===== src/rtl/serdes_align_ctrl.sv =====
// Word-alignment controller for one ISERDES lane in the DIVCLK domain.
// It pulses BITSLIP until the training word repeats, then holds lock and watches for drift.
module serdes_align_ctrl #(
    parameter int unsigned DATA_WIDTH    = 8,
    parameter logic [7:0]  TRAIN_PATTERN = 8'h1E,
    parameter int unsigned SETTLE_WORDS  = 4,
    parameter int unsigned MATCH_WORDS   = 16,
    parameter int unsigned LOSS_WORDS    = 4
) (
    input  logic                  clk,
    input  logic                  resetb,
    input  logic                  start,
    input  logic                  auto_retrain,
    input  logic [DATA_WIDTH-1:0] din,
    input  logic                  din_valid,
    output logic                  bitslip,
    output logic                  aligned,
    output logic                  fail,
    output logic                  busy,
    output logic [3:0]            slip_count
);

    localparam logic [DATA_WIDTH-1:0] PATTERN     = TRAIN_PATTERN[DATA_WIDTH-1:0];
    localparam logic [3:0]            SETTLE_N    = 4'(SETTLE_WORDS);
    localparam logic [7:0]            MATCH_N     = 8'(MATCH_WORDS);
    localparam logic [3:0]            LOSS_N      = 4'(LOSS_WORDS);
    localparam logic [3:0]            SLIP_BUDGET = 4'(DATA_WIDTH);

    typedef enum logic [2:0] {
        S_IDLE,
        S_SETTLE,
        S_CHECK,
        S_SLIP,
        S_LOCKED,
        S_FAIL
    } state_t;

    state_t     r_state;
    logic [3:0] r_settle_cnt;
    logic [7:0] r_match_cnt;
    logic [3:0] r_loss_cnt;
    logic [3:0] r_slip_count;
    logic       r_bitslip;
    logic       r_aligned;
    logic       r_fail;
    logic       r_busy;

    logic       w_match;
    logic [3:0] w_settle_inc;
    logic [7:0] w_match_inc;
    logic [3:0] w_loss_inc;

    assign w_match      = (din == PATTERN);
    assign w_settle_inc = r_settle_cnt + 4'd1;
    assign w_match_inc  = r_match_cnt + 8'd1;
    assign w_loss_inc   = r_loss_cnt + 4'd1;

    always_ff @(posedge clk or negedge resetb) begin
        if (!resetb) begin
            r_state      <= S_IDLE;
            r_settle_cnt <= 4'd0;
            r_match_cnt  <= 8'd0;
            r_loss_cnt   <= 4'd0;
            r_slip_count <= 4'd0;
            r_bitslip    <= 1'b0;
            r_aligned    <= 1'b0;
            r_fail       <= 1'b0;
            r_busy       <= 1'b0;
        end else begin
            // The slip request is a single-cycle pulse; a pulse already in flight
            // finishes even when start restarts training.
            r_bitslip <= 1'b0;
            if (start) begin
                r_state      <= S_SETTLE;
                r_settle_cnt <= 4'd0;
                r_match_cnt  <= 8'd0;
                r_loss_cnt   <= 4'd0;
                r_slip_count <= 4'd0;
                r_aligned    <= 1'b0;
                r_fail       <= 1'b0;
                r_busy       <= 1'b1;
            end else begin
                case (r_state)
                    S_IDLE: begin
                        r_busy <= 1'b0;
                    end
                    S_SETTLE: begin
                        if (din_valid) begin
                            if (w_settle_inc == SETTLE_N) begin
                                r_state      <= S_CHECK;
                                r_settle_cnt <= 4'd0;
                                r_match_cnt  <= 8'd0;
                            end else begin
                                r_settle_cnt <= w_settle_inc;
                            end
                        end
                    end
                    S_CHECK: begin
                        if (din_valid) begin
                            if (w_match) begin
                                if (w_match_inc == MATCH_N) begin
                                    r_state    <= S_LOCKED;
                                    r_loss_cnt <= 4'd0;
                                    r_aligned  <= 1'b1;
                                    r_busy     <= 1'b0;
                                end else begin
                                    r_match_cnt <= w_match_inc;
                                end
                            end else if (r_slip_count < SLIP_BUDGET) begin
                                r_state   <= S_SLIP;
                                r_bitslip <= 1'b1;
                            end else begin
                                r_state <= S_FAIL;
                                r_fail  <= 1'b1;
                                r_busy  <= 1'b0;
                            end
                        end
                    end
                    S_SLIP: begin
                        r_state      <= S_SETTLE;
                        r_settle_cnt <= 4'd0;
                        if (r_slip_count != 4'hF) begin
                            r_slip_count <= r_slip_count + 4'd1;
                        end
                    end
                    S_LOCKED: begin
                        if (din_valid) begin
                            if (w_match) begin
                                r_loss_cnt <= 4'd0;
                            end else if (w_loss_inc == LOSS_N) begin
                                r_loss_cnt <= 4'd0;
                                r_aligned  <= 1'b0;
                                if (auto_retrain) begin
                                    r_state      <= S_SETTLE;
                                    r_settle_cnt <= 4'd0;
                                    r_slip_count <= 4'd0;
                                    r_busy       <= 1'b1;
                                end else begin
                                    r_state <= S_IDLE;
                                end
                            end else begin
                                r_loss_cnt <= w_loss_inc;
                            end
                        end
                    end
                    S_FAIL: begin
                        r_fail <= 1'b1;
                    end
                    default: begin
                        r_state <= S_IDLE;
                    end
                endcase
            end
        end
    end

    assign bitslip    = r_bitslip;
    assign aligned    = r_aligned;
    assign fail       = r_fail;
    assign busy       = r_busy;
    assign slip_count = r_slip_count;

endmodule


===== config.mk =====
export PLATFORM = sky130hd
export DESIGN_NAME = serdes_align_ctrl
export DESIGN_NICKNAME = d
export VERILOG_FILES = /design/src/rtl/serdes_align_ctrl.sv
export SDC_FILE = /design/constraint.sdc
export NUM_CORES = 1
export LEC_CHECK = 0
export BUFFER_PORTS_ARGS = -buffer_cell sky130_fd_sc_hd__buf_2
export CORE_ASPECT_RATIO = 1.4
export CORE_UTILIZATION = 30
export DETAILED_ROUTE_END_ITERATION = 6
export PLACE_DENSITY = 0.56
export SLEW_MARGIN = 20
export SYNTH_ARGS = -nofsm -noshare
export SYNTH_HDL_FRONTEND = slang
export SYNTH_SLANG_ARGS = --single-unit

===== constraint.sdc =====
create_clock -name clk -period 2.7 [get_ports clk]
set_input_delay 0.135 -clock clk [delete_from_list [all_inputs] [get_ports clk]]
set_output_delay 0.135 -clock clk [all_outputs]
set_load 0.01 [all_outputs]

# [Word-level counts from Yosys, hierarchy flattened]
# Index checks and enable logic that the tools add are counted.
[totals] word_cells=122 in_bits=13 register_bits=27 out_inout_bits=8
[classes] n_eq_ne=26 addsub=4 n_reduce_logical=16 order_cmp=1 mux=66
[op_table] cell="$mux W4" n=16
[op_table] cell="$mux W8" n=6
[op_table] cell="$ne A3 B3 Y1 const B" n=13
[op_table] cell="$mux W3" n=10
[op_table] cell="$mux W1" n=26
[op_table] cell="$reduce_and A6 Y1" n=3
[op_table] cell="$eq A8 B5 Y1 const B" n=2
[op_table] cell="$pmux W4 S2" n=2
[op_table] cell="$pmux W8 S2" n=1
[op_table] cell="$reduce_and A8 Y1" n=2
[op_table] cell="$pmux W3 S5" n=1
[op_table] cell="$add A4 B1 Y4 const B" n=3
[op_table] cell="$ne A4 B4 Y1 const B" n=3
[op_table] cell="$pmux W4 S3" n=1
[op_table] cell="$reduce_bool A3 Y1" n=4
[op_table] cell="$add A8 B1 Y8 const B" n=1
[op_table] cell="$eq A4 B3 Y1 const B" n=2
[op_table] cell="$reduce_bool A4 Y1" n=2
[op_table] cell="$reduce_and A7 Y1" n=1
[op_table] cell="$eq A3 B2 Y1 const B" n=2
[op_table] cell="$eq A3 B3 Y1 const B" n=2
[op_table] cell="$reduce_and A5 Y1" n=1
[op_table] cell="$lt A4 B4 Y1 const B" n=1
[op_table] cell="$pmux W1 S2" n=2
[op_table] cell="6 further kinds" n=6

# [Logic depth before layout (Yosys ltp)]
[logic_depth] ltp_word=7 ltp_mapped=8 ltp_nobuf=7

# [Worst setup path after synthesis]
# OpenSTA, ideal clock, no wires.
[synth_timing] path_type="reg2reg" from="register r_match_cnt[0]" to="register r_loss_cnt[0]" synth_period_minus_slack_ns=2.024 t_arrival_ns=1.899 stages_incl_launch_ff=8 setup_ns=0.125 setup_slack_ns=0.676 required_ns=2.575 path_cell_list="dfrtp_1 -> ha_1 -> nor3_1 -> o21ai_0 -> mux2i_4 -> nand3_1 -> a21oi_2 -> mux2_2"
[synth_between] elab_chain_cells=4
[synth_lines] item="start: declaration" line="40" text="logic [7:0] r_match_cnt;"
[synth_lines] item="start signal: assignment" line="107" text="r_match_cnt <= w_match_inc;"
[synth_lines] item="$add A8 B1 Y8" line="55" text="assign w_match_inc = r_match_cnt + 8'd1;"
[synth_lines] item="$eq A8 B5 Y1" line="101" text="if (w_match_inc == MATCH_N) begin"
[synth_lines] item="$ne A3 B3 Y1 (no line)"
[synth_lines] item="$reduce_and A5 Y1 (no line)"
[synth_lines] item="end signal: assignment" line="142" text="r_loss_cnt <= w_loss_inc;"
[synth_lines] item="end: declaration" line="41" text="logic [3:0] r_loss_cnt;"
# No other way between the ends.
# A chain may end at the register's enable or synchronous reset.

# [Worst setup path after layout]
# Same ends and word-level chain as after synthesis.

==> summary.md <==
| Metric | Value |
|---|---|
| P_int | `approximately 0.55 mW` |
| Routed vias/inst | `approximately 5.6` |
| Final Util | `0.3535` |
| CP top delay family | `compound AO/OA/AOI/OAI gates` |
| Worst Path Buf+Inv | `0` |
| Clock buffer depth | `2` |
| Synth top area share | `0.3593` |
| Top post-synthesis cells by area | `dfrtp_1, a31oi_1, o21ai_0, ha_1, nand2_1` |
| Nets | `250` |
| CTS Sinks | `27` |
| Sequential share of power | `0.570` |
| Distinct cell type count after synthesis | `between 50 and 60` |
| Max incr delay on CP | `around 0.5 ns` |
| Max-slew violations | `0` |
| Status | `finished clean` |
| Setup crit end kind | `register` |
| DP HPWL | `3248 µm` |
| Max VDD drop | `165.0 µV` |
| Register area | `a little under 700 µm²` |
| WS Path Type | `register to register` |
| Post-synth top area cell | `dfrtp_1` |
| Reg2reg setup slack | `between 0.4 and 0.5 ns` |
| Syn nets | `approximately 230` |
| Die width | `~69 µm` |
| Post-route insts no fill | `300` |
| Crit. Startpoint | `r_match_cnt[0]$_DFFE_PN0P_` |
| Initial core utilization | `0.3163` |
| CP Capture Point | `r_loss_cnt[0]$_DFFE_PN0P_` |
| CTS hold repair buffers | `1` |
| Actual slew at the worst max-slew pin | `around 0.63 ns` |
| Placed instance count | `approximately 300` |
| Drc violations | `0` |
| Synthesized area per cell | `between 8 and 9 µm²` |
| Syn Inst Count | `210` |
| Final wirelength | `between 4000 and 5000 µm` |
| Arrival @ worst endpoint | `around 2.5 ns` |
| Global-route wire length before repair | `~7500 µm` |
| RSZ-0062 raised after global routing | `false` |
| Clk_skew | `0.002739 ns` |
| GP Congestion | `~0.79` |
| Critical-path maximum fanout | `6` |
| Largest net degree at the start of global routing | `28` |
| Synth async-reset ratio | `1.000` |
| Pre-antenna DRT Iters | `4` |
| Initial antenna violation count | `0` |
| Synth warn | `0` |
| Fin crit period | `roughly 2.3 ns` |
| CP max stage cell | `a21oi_1` |
| Share of cells above drive strength 1 | `0.1652` |
| Setup violators final | `0` |
| Cell depth of the worst setup path | `6` |
| Slew headroom | `0.5825` |
| NetSw | `approximately 0.19 mW` |
| Post_cts resized | `0` |
| Worst hold path type | `input port to register` |
| R2R depth | `6` |
| PD cells | `~350 nW/µm²` |
| EDFF count, synth | `0` |
| Yosys reg bits | `27` |
| Die H | `approximately 96 µm` |
| Vias in the first global route | `about 1600` |
| Max-Cap Viols | `0` |
| H-tree Lvls | `1` |
| Core ar. | `between 5000 and 6000 µm²` |
| IO Pins | `21` |
| Total gr overflow | `0` |
| # fillers | `630` |
| TritonCTS buffer count | `3` |
| Synth Flop Type | `dfrtp_1` |
| Area growth, synth to finish | `11.78%` |
| Post-Syn Area | `roughly 1900 µm²` |
| Clock Power Share | `0.326` |
| Reg2reg end | `r_loss_cnt[0]$_DFFE_PN0P_` |
| Port Buf Inserts | `20` |
| Required time worst endpoint | `around 2.9 ns` |
| Setup_tns | `0 ns` |
| Worst-path cell chain | `ha_1 -> nand2_1 -> a21oi_1 -> nand3_1 -> a21oi_2 -> mux2_2` |
| Switching share of power | `0.2601` |
| Die ar. | `~6600 µm²` |
| Area of the multi-input gates | `approximately 1100 µm²` |
| Hold Vio Cnt, Final | `0` |
| Crit path launch type | `register` |
| Reg2Reg Launch Point | `r_match_cnt[0]$_DFFE_PN0P_` |
| Worst-path clk slew | `roughly 0.10 ns` |
| Peak Freq | `around 440 MHz` |
| Seq/Total Area, Yosys | `0.3593` |
| Post-DRT Antenna Nets | `0` |
| Tcrit/Tclk final | `0.8458` |
| CTS Root Cell | `clkbuf_8` |
| Via count | `~1700` |
| Row cnt | `33` |
| Average routed wire per standard cell | `approximately 15 µm` |
| Gr usage total | `0.1512` |
| ANT cells | `0` |
| CTS tree | `done` |
| Postcts setup bufs | `0` |
| Combinational share of power | `0.104` |
| DRT iter0 DRCs | `between 70 and 80` |
| Clock Latency Late Sink | `0.28 ns` |
| Pleak | `between 0.9 and 1 nW` |
==> worst register-to-register path: stages, from the launching register on <==
cell and delay (ns):
dfrtp_1 0.43, ha_1 0.29, nand2_1 0.08, a21oi_1 0.50, nand3_1 0.28, a21oi_2 0.26, mux2_2 0.35
==> cells in the mapped netlist (all sizes together), types with 3 or more instances <==
library cell,n
inv,12
nand4,3
mux2i,5
ha,6
a21oi,12
dfrtp,27
nand3,10
nand2,18
nor4b,3
o21a,5
nor3,3
nor2b,5
nor2,14
buf,6
o21ai,16
and3,5
a31oi,15
nand3b,3
==> layout make-up <==
class                      count  area share
inverter                      12     0.02143
tap                           70     0.04167
clock buffer                   4     0.02143
multi-input combinational    163      0.5310
sequential                    27      0.3214
timing repair buffer          24     0.06310
==> worst min path at each step <==
stage / startpoint / to / slack (ns) / depth (start not counted)
floorplan: resetb / aligned$_DFFE_PN0P_ / -0.16 / 0
global placement: resetb / r_match_cnt[5]$_DFFE_PN0P_ / 0.20 / 1
detailed placement: resetb / fail$_DFFE_PN0P_ / 0.20 / 1
CTS: start / aligned$_DFFE_PN0P_ / 0.20 / 2
finish: start / aligned$_DFFE_PN0P_ / 0.21 / 2
global route: start / aligned$_DFFE_PN0P_ / 0.22 / 2
==> routing by layer <==
layer | global-route usage | up-vias | wire [µm]
met2 | 0.2621 | 26 | 2183
met5 | 0 | - | 0
met4 | 0.05442 | 0 | 60
li1 | - | 832 | -
met1 | 0.1885 | 826 | 2029
met3 | 0.01435 | 5 | 123
==> registers in the layout, indices dropped and copies added (netlist names) <==
register / count
r_settle_cnt: 4
r_state: 3
busy: 1
slip_count: 4
r_match_cnt: 8
fail: 1
bitslip: 1
r_loss_cnt: 4
aligned: 1
==> per-stage QoR <==
step | total power, mW | setup WS, ns | hold WS (ns) | instance area [µm²]
6_report | 0.7368 | 0.4163 | 0.2133 | 2102
5_1_grt | 0.7776 | 0.2212 | 0.2220 | 2102
4_1_cts | 0.7486 | 0.4206 | 0.2015 | 2102
3_5_place_dp | 0.5041 | 0.4346 | 0.2004 | 2047
3_3_place_gp | 0.5045 | 0.4349 | 0.2034 | 2047
2_1_floorplan | 0.4731 | 0.6762 | -0.1606 | 1881
==> cell families after synthesis <==
group / synth area share
adder cells (fa/ha/maj): 0.03992
AO/OA/AOI/OAI: 0.2608
XOR/XNOR: 0.009316
flip-flops: 0.3593
AND/OR/NAND/NOR: 0.2442
buffers and inverters: 0.04724
multiplexers: 0.03925
==> power groups by stage <==
| stage | Sequential [mW] | Clock (mW) | Combinational (mW) |
|---|---|---|---|
| final | 0.420 | 0.240 | 0.0763 |
| after global placement | 0.428 | 0 | 0.0767 |
| after global routing | 0.422 | 0.269 | 0.0865 |
| after detailed placement | 0.428 | 0 | 0.0764 |
| after floorplan | 0.423 | 0 | 0.0504 |
| after CTS | 0.420 | 0.251 | 0.0776 |
==> layout by cell type (no fill, tap or decap), drive strengths merged, types with 3 or more instances in the layout <==
cell / count
dfrtp: 27
buf: 23
nand2: 18
o21ai: 16
a31oi: 15
nor2: 14
inv: 12
a21oi: 12
nand3: 10
ha: 6
nor2b: 5
o21a: 5
and3: 5
mux2i: 5
clkbuf: 4
nand3b: 3
nor3: 3
nand4: 3
nor4b: 3
No activity file was read; power rests on OpenSTA's default activity.
